File: src/rtl/mips_multiciclo_ctrl.sv
`default_nettype none
// ============================================================================
// Module      : mips_multiciclo_ctrl
// Description : Moore control sequencer for the shared-memory multi-cycle MIPS
//               datapath. It steps each instruction through fetch, decode,
//               execute, memory and writeback. It also waits on a memory ready
//               handshake, times out hung accesses, traps illegal opcodes and
//               counts retired instructions.
// Ports       :
//   clk, rst_n          clock (rising edge), async active-low reset
//   op                  IR[31:26], meaningful from DECODE onward
//   zero                ALU zero flag, qualifies pc_write_cond
//   mem_ready           memory access completes this cycle
//   pc_en               pc_write | (pc_write_cond & zero)
//   iord, mem_read,
//   mem_write, ir_write memory side strobes / address select
//   reg_write, reg_dst,
//   mem_to_reg          register bank write controls
//   alu_src_a/b, alu_op ALU operand selects and operation
//   pc_src              PC source select
//   illegal, bus_err    sticky trap flags
//   retired             completed instruction count (wraps)
//   state               current state encoding, for debug
// Revision    : 1.0 - initial release
// ============================================================================
module mips_multiciclo_ctrl #(
  parameter int unsigned WAIT_MAX = 8,
  parameter int unsigned CNT_W    = 32,
  parameter bit          HAS_JUMP = 1'b1
) (
  input  logic             clk,
  input  logic             rst_n,
  input  logic [5:0]       op,
  input  logic             zero,
  input  logic             mem_ready,
  output logic             pc_en,
  output logic             iord,
  output logic             mem_read,
  output logic             mem_write,
  output logic             ir_write,
  output logic             reg_write,
  output logic             reg_dst,
  output logic             mem_to_reg,
  output logic             alu_src_a,
  output logic [1:0]       alu_src_b,
  output logic [2:0]       alu_op,
  output logic [1:0]       pc_src,
  output logic             illegal,
  output logic             bus_err,
  output logic [CNT_W-1:0] retired,
  output logic [3:0]       state
);

  typedef enum logic [3:0] {
    S_IDLE   = 4'd0,
    S_FETCH  = 4'd1,
    S_DECODE = 4'd2,
    S_MEMADR = 4'd3,
    S_MEMRD  = 4'd4,
    S_MEMWB  = 4'd5,
    S_MEMWR  = 4'd6,
    S_EXEC   = 4'd7,
    S_ALUWB  = 4'd8,
    S_BRANCH = 4'd9,
    S_ADDIEX = 4'd10,
    S_ADDIWB = 4'd11,
    S_JUMP   = 4'd12,
    S_ERROR  = 4'd15
  } state_t;

  state_t           r_state;
  logic [7:0]       r_wait;
  logic [CNT_W-1:0] r_retired;
  logic             r_illegal;
  logic             r_bus_err;

  logic             w_pc_write;
  logic             w_pc_write_cond;
  logic             w_wait_hit;

  // The counter holds the number of cycles already spent without mem_ready, so
  // the last allowed cycle is the one where it equals WAIT_MAX-1. A mem_ready
  // in that same cycle still wins over the timeout.
  assign w_wait_hit = (r_wait == 8'(WAIT_MAX - 1));

  // r_wait defaults to zero every cycle and only counts while a memory state
  // is being held, which gives the clear-on-entry behaviour for free.
  always_ff @(posedge clk or negedge rst_n) begin
    if (!rst_n) begin
      r_state   <= S_IDLE;
      r_wait    <= 8'd0;
      r_retired <= '0;
      r_illegal <= 1'b0;
      r_bus_err <= 1'b0;
    end else begin
      r_wait <= 8'd0;
      case (r_state)
        S_IDLE: r_state <= S_FETCH;
        S_FETCH: begin
          if (mem_ready) begin
            r_state <= S_DECODE;
          end else if (w_wait_hit) begin
            r_state   <= S_ERROR;
            r_bus_err <= 1'b1;
          end else begin
            r_wait <= r_wait + 8'd1;
          end
        end
        S_DECODE: begin
          case (op)
            6'b100011, 6'b101011: r_state <= S_MEMADR;
            6'b000000:            r_state <= S_EXEC;
            6'b000100:            r_state <= S_BRANCH;
            6'b001000:            r_state <= S_ADDIEX;
            6'b000010: begin
              if (HAS_JUMP) begin
                r_state <= S_JUMP;
              end else begin
                r_state   <= S_ERROR;
                r_illegal <= 1'b1;
              end
            end
            default: begin
              r_state   <= S_ERROR;
              r_illegal <= 1'b1;
            end
          endcase
        end
        // Only lw/sw reach MEMADR; op[3] separates sw (101011) from lw (100011).
        S_MEMADR: r_state <= op[3] ? S_MEMWR : S_MEMRD;
        S_MEMRD: begin
          if (mem_ready) begin
            r_state <= S_MEMWB;
          end else if (w_wait_hit) begin
            r_state   <= S_ERROR;
            r_bus_err <= 1'b1;
          end else begin
            r_wait <= r_wait + 8'd1;
          end
        end
        S_MEMWR: begin
          if (mem_ready) begin
            r_state   <= S_FETCH;
            r_retired <= r_retired + CNT_W'(1);
          end else if (w_wait_hit) begin
            r_state   <= S_ERROR;
            r_bus_err <= 1'b1;
          end else begin
            r_wait <= r_wait + 8'd1;
          end
        end
        S_EXEC:   r_state <= S_ALUWB;
        S_ADDIEX: r_state <= S_ADDIWB;
        S_MEMWB, S_ALUWB, S_BRANCH, S_ADDIWB, S_JUMP: begin
          r_state   <= S_FETCH;
          r_retired <= r_retired + CNT_W'(1);
        end
        S_ERROR: r_state <= S_ERROR;
        default: r_state <= S_ERROR;
      endcase
    end
  end

  // Moore decode from the state register. ir_write/pc_write in FETCH are
  // additionally qualified by mem_ready so the IR and PC load exactly once.
  always_comb begin
    iord            = 1'b0;
    mem_read        = 1'b0;
    mem_write       = 1'b0;
    ir_write        = 1'b0;
    reg_write       = 1'b0;
    reg_dst         = 1'b0;
    mem_to_reg      = 1'b0;
    alu_src_a       = 1'b0;
    alu_src_b       = 2'b00;
    alu_op          = 3'b000;
    pc_src          = 2'b00;
    w_pc_write      = 1'b0;
    w_pc_write_cond = 1'b0;
    case (r_state)
      S_FETCH: begin
        mem_read   = 1'b1;
        alu_src_b  = 2'b01;
        ir_write   = mem_ready;
        w_pc_write = mem_ready;
      end
      S_DECODE: alu_src_b = 2'b11;
      S_MEMADR: begin
        alu_src_a = 1'b1;
        alu_src_b = 2'b10;
      end
      S_MEMRD: begin
        mem_read = 1'b1;
        iord     = 1'b1;
      end
      S_MEMWB: begin
        reg_write  = 1'b1;
        mem_to_reg = 1'b1;
      end
      S_MEMWR: begin
        mem_write = 1'b1;
        iord      = 1'b1;
      end
      S_EXEC: begin
        alu_src_a = 1'b1;
        alu_op    = 3'b010;
      end
      S_ALUWB: begin
        reg_write = 1'b1;
        reg_dst   = 1'b1;
      end
      S_BRANCH: begin
        alu_src_a       = 1'b1;
        alu_op          = 3'b001;
        w_pc_write_cond = 1'b1;
        pc_src          = 2'b01;
      end
      S_ADDIEX: begin
        alu_src_a = 1'b1;
        alu_src_b = 2'b10;
      end
      S_ADDIWB: reg_write = 1'b1;
      S_JUMP: begin
        w_pc_write = 1'b1;
        pc_src     = 2'b10;
      end
      default: ;
    endcase
  end

  assign pc_en   = w_pc_write | (w_pc_write_cond & zero);
  assign illegal = r_illegal;
  assign bus_err = r_bus_err;
  assign retired = r_retired;
  assign state   = r_state;

endmodule
`default_nettype wire

File: config.mk
export PLATFORM = sky130hd
export DESIGN_NAME = mips_multiciclo_ctrl
export DESIGN_NICKNAME = d
export VERILOG_FILES = /design/src/rtl/mips_multiciclo_ctrl.sv
export SDC_FILE = /design/constraint.sdc
export NUM_CORES = 1
export LEC_CHECK = 0
export CORE_MARGIN = 8
export CORE_UTILIZATION = 49
export CTS_CLUSTER_SIZE = 28
export DETAILED_ROUTE_END_ITERATION = 12
export PLACE_DENSITY = 0.9
export SETUP_SLACK_MARGIN = 0.15
export SLEW_MARGIN = 5
export SYNTH_ARGS = -nofsm -noshare
export SYNTH_HDL_FRONTEND = slang
export SYNTH_SLANG_ARGS = --single-unit
File: constraint.sdc
create_clock -name clk -period 2 [get_ports clk]
set_input_delay 0.6 -clock clk [delete_from_list [all_inputs] [get_ports clk]]
set_output_delay 0.6 -clock clk [all_outputs]
set_load 0.05 [all_outputs]
==> PnR_summary.wiki <==
{| class="wikitable"
! Metric !! Value
|-
| Category of the worst setup path launch point || flip-flop
|-
| Max Transition Viols Final || 0
|-
| RSZ-0062 raised after global routing || true
|-
| Reg2Reg Setup Slack || -0.10 ns
|-
| Num rows || 26
|-
| # H-tree levels || 2
|-
| Worst setup path startpoint || state[0]
|-
| Clock Skews || 0.009268 ns
|-
| Clk network pwr share || 0.096
|-
| Synthesized Nets || between 200 and 300
|-
| Max Clock Freq || between 0.4 and 0.5 GHz
|-
| Cell-by-cell listing of the critical path || buf_6 -> xor2_2 -> nor3b_4 -> buf_12
|-
| Switching Fraction || 0.4647
|-
| Crit path to || mem_read
|-
| Cell at the root of the clock tree || sky130_fd_sc_hd__clkbuf_8
|-
| HPWL reported at the end of detailed placement || approximately 5400 um
|-
| Buf+Inv Stages, Crit Path || 2
|-
| Post-Synthesis Mean Instance Area || 9.914 sq um
|-
| Initial DRC count || between 300 and 400
|-
| # nets final || between 300 and 400
|-
| Via count of the first global-routing pass || 2824
|-
| Setup Crit Path Kind || reg2out
|-
| Number of buffers created by CTS || 5
|-
| Depth of the worst register-to-register path || 7
|-
| Clk sinks || between 40 and 50
|-
| Antenna violation net count after detailed routing || 0
|-
| Die height || roughly 89 um
|-
| Number of flops mapped to enable cells by yosys || 0
|-
| Ratio of total power to cell area || about 1300 nW/um^2
|-
| Die X-Extent || about 89 um
|-
| Total wire length || ~11000 um
|-
| P_leak || between 0.002 and 0.0025 uW
|-
| Hold slack final || 0.2532 ns
|-
| Hold Buf Count CTS || 0
|-
| VDD IR max || between 900 and 1000 uV
|-
| RD Place Congestion || a little over 0.9
|-
| Most instantiated flip-flop cell in the synthesis netlist || sky130_fd_sc_hd__dfrtp_1
|-
| Slowest library cell on the worst path || sky130_fd_sc_hd__dfrtp_2
|-
| Hold crit path type || in2async
|-
| Worst rel slew slack || 0.6130
|-
| Async set-reset flop share out of synthesis || 1.000
|-
| Fraction of final layout cells with drive strength greater than 1 || 0.5199
|-
| Maximum number of pins on one net before global-route repair || 47
|-
| Count of TritonRoute iterations in the first routing pass || 7
|-
| Share of power burned in combinational logic || 0.683
|-
| Cell count after synthesis || 262
|-
| Dominant delay contributor by cell family on the critical path || flip-flops
|-
| Overall via count from detail_route || 2887
|-
| Die outline area || approximately 7900 sq um
|-
| Cell count after placement || 407
|-
| Violations in the final reports || setup timing
|-
| First-pass GRT wire length || about 15000 um
|-
| Clock latency on the worst-skew pair || between 0.3 and 0.4 ns
|-
| Power dissipated by switching net loads || 2733 uW
|-
| CTS tree || yes
|-
| DRC || 0
|-
| Overall Global Routing Usage || 0.2465
|-
| Total global routing overflow || 0
|-
| Power Internal || roughly 3100 uW
|-
| Critical path required time || between 1 and 1.5 ns
|-
| Total Negative Setup Slacks || -2.084 ns
|-
| Startpoint of the worst register-to-register path || state[3]
|-
| DP Worst Slack || -0.2900 ns
|-
| Maximum cell stage delay along the critical path || 0.50 ns
|-
| Final Critical Period || roughly 2.2 ns
|-
| Actual transition at the worst max-transition pin || 0.5805 ns
|-
| Sequential group share of total power || 0.220
|-
| Core box area || slightly above 5000 sq um
|-
| Final hold violation count || 0
|-
| Total power consumption of the routed design || around 5900 uW
|-
| Count of input and output buffers || 62
|-
| Maximum number of buffers from clock root to sink || 2
|-
| Antenna violations before repair || 2
|-
| Count of final setup violators || 24
|-
| Boundary pin count || 64
|-
| Synth warn || 0
|-
| Number of violations of the max-capacitance limit || 0
|-
| Critical Path End Type || output port
|-
| Proportion of synthesized chip area in sequential cells || 0.4432
|-
| CP Depth || 4
|-
| Endpoint arrival time on the critical path || approximately 1.6 ns
|-
| Clock transition at the register clock pins on the worst setup and hold paths after CTS || about 0.090 ns
|-
| Synth unique cells || 58
|-
| Crit Reg-Reg Endpoint || retired[22]
|-
| Share of the clock period used by the worst path after layout || 1.119
|-
| Area Growth Syn to Fin || 68.69%
|-
| Starting density of the core || 0.5086
|-
| Detailed-route vias per instance || ~6.4
|-
| Mean routed wirelength per cell || roughly 26 um
|-
| Post-synthesis instance area || approximately 2600 sq um
|-
| Fin worst setup slack || -0.2376 ns
|-
| Critical-path maximum fanout || 6
|-
| Final Instance Count excl. Fillers || about 450
|-
| Run status || finished with violations
|-
| Flops & latches, synth || 46
|}
-- synthesized netlist by cell type (3+ instances only) --
cell / n / share of area
sky130_fd_sc_hd__nor3_1: 7 / 0.013
sky130_fd_sc_hd__nand2b_1: 6 / 0.014
sky130_fd_sc_hd__inv_1: 10 / 0.014
sky130_fd_sc_hd__o21ai_0: 6 / 0.012
sky130_fd_sc_hd__buf_4: 5 / 0.014
sky130_fd_sc_hd__and3_1: 4 / 0.0096
sky130_fd_sc_hd__o211ai_1: 4 / 0.012
sky130_fd_sc_hd__nor3_2: 6 / 0.023
sky130_fd_sc_hd__nor4_1: 3 / 0.0072
sky130_fd_sc_hd__and2_1: 3 / 0.0072
sky130_fd_sc_hd__a21oi_1: 4 / 0.0077
sky130_fd_sc_hd__xor2_1: 21 / 0.071
sky130_fd_sc_hd__nand2_1: 17 / 0.025
sky130_fd_sc_hd__nor2_1: 29 / 0.042
sky130_fd_sc_hd__nand4_1: 9 / 0.022
sky130_fd_sc_hd__dfrtp_1: 46 / 0.44
sky130_fd_sc_hd__clkbuf_1: 6 / 0.0087
sky130_fd_sc_hd__nand3_1: 10 / 0.019
sky130_fd_sc_hd__xnor2_1: 19 / 0.064
-- layer usage --
metal  routed length [um]  part of all wire  vias up  global-route usage
met5                   11           0.00096        -                   0
met4                 1006             0.088        2              0.1367
met3                 1110             0.097      103             0.06314
met2                 5358              0.47      245              0.4292
met1                 4001              0.35     1393              0.2654
li1                     -                 -     1144                   -
-- cell usage in the layout, fill, tap and decap left out, types with 3 or more instances in the layout --
cell type,count
sky130_fd_sc_hd__buf_4,68
sky130_fd_sc_hd__dfrtp_1,36
sky130_fd_sc_hd__buf_12,22
sky130_fd_sc_hd__xor2_1,20
sky130_fd_sc_hd__buf_6,19
sky130_fd_sc_hd__xnor2_1,18
sky130_fd_sc_hd__nor2_1,15
sky130_fd_sc_hd__nand2_1,12
sky130_fd_sc_hd__dfrtp_2,10
sky130_fd_sc_hd__nor3_4,9
sky130_fd_sc_hd__inv_1,9
sky130_fd_sc_hd__nand3_1,9
sky130_fd_sc_hd__nand4_1,9
sky130_fd_sc_hd__nor2_2,8
sky130_fd_sc_hd__nor2_4,6
sky130_fd_sc_hd__o21ai_0,5
sky130_fd_sc_hd__clkbuf_8,5
sky130_fd_sc_hd__dlymetal6s2s_1,5
sky130_fd_sc_hd__nand2b_4,4
sky130_fd_sc_hd__a21oi_1,4
sky130_fd_sc_hd__o211ai_1,4
sky130_fd_sc_hd__nand2_2,4
sky130_fd_sc_hd__and2_1,3
sky130_fd_sc_hd__and3_1,3
sky130_fd_sc_hd__buf_8,3
-- through the flow --
stage	utilization	cell area, sq um
2_1_floorplan	-	2861
3_3_place_gp	0.7322	3740
3_5_place_dp	0.7322	3740
4_1_cts	0.8138	4156
5_1_grt	0.8579	4382
6_report	0.8579	4382
-- cells by family after synthesis --
family / synth area share
simple gates: 0.2490
flops: 0.4432
xor+xnor: 0.1349
compound gates: 0.1060
buf+inv: 0.04383
fa+ha+maj: 0.01349
mux: 0.008189
other cells: 0.001444
-- flip-flops by register name (all words and copies together) (netlist names) --
name	cells
bus_err	1
illegal	1
r_wait	8
state	4
retired	32
-- timing repair --
item | in CTS | in global routing
endpoints found under the setup margin | 38 | 52
gates cloned | 0 | 0
buffers inserted | 20 | 13
gates resized for setup | 41 | 32
pin swaps | 17 | 24
-- area by class of cell --
class,count,area (sq um)
diodes,2,5.005
clock buffers,5,68.82
clock inverters,2,10.01
fillers,223,725.7
inverters,10,37.54
multi-input cells,193,1704
flip-flops and latches,46,1164
well taps,70,87.58
repair buffers,121,1305
-- worst min-delay path by stage --
stage               startpoint     endpoint  cells past startpoint
detailed placement   r_wait[0]    r_wait[0]                      1
CTS                      rst_n  retired[19]                      2
global placement     r_wait[0]    r_wait[0]                      1
finish                   rst_n  retired[19]                      2
floorplan                rst_n      bus_err                      0
global route             rst_n  retired[23]                      2
-- power by group through the flow --
stage	logic [uW]	registers, uW	clock network, uW
after floorplan	1680	1480	0
after CTS	3500	1220	548
final	4020	1300	566
after global placement	2920	1240	0
after detailed placement	3010	1250	0
after global routing	4150	1300	608
(Power assumes the default switching activity.)
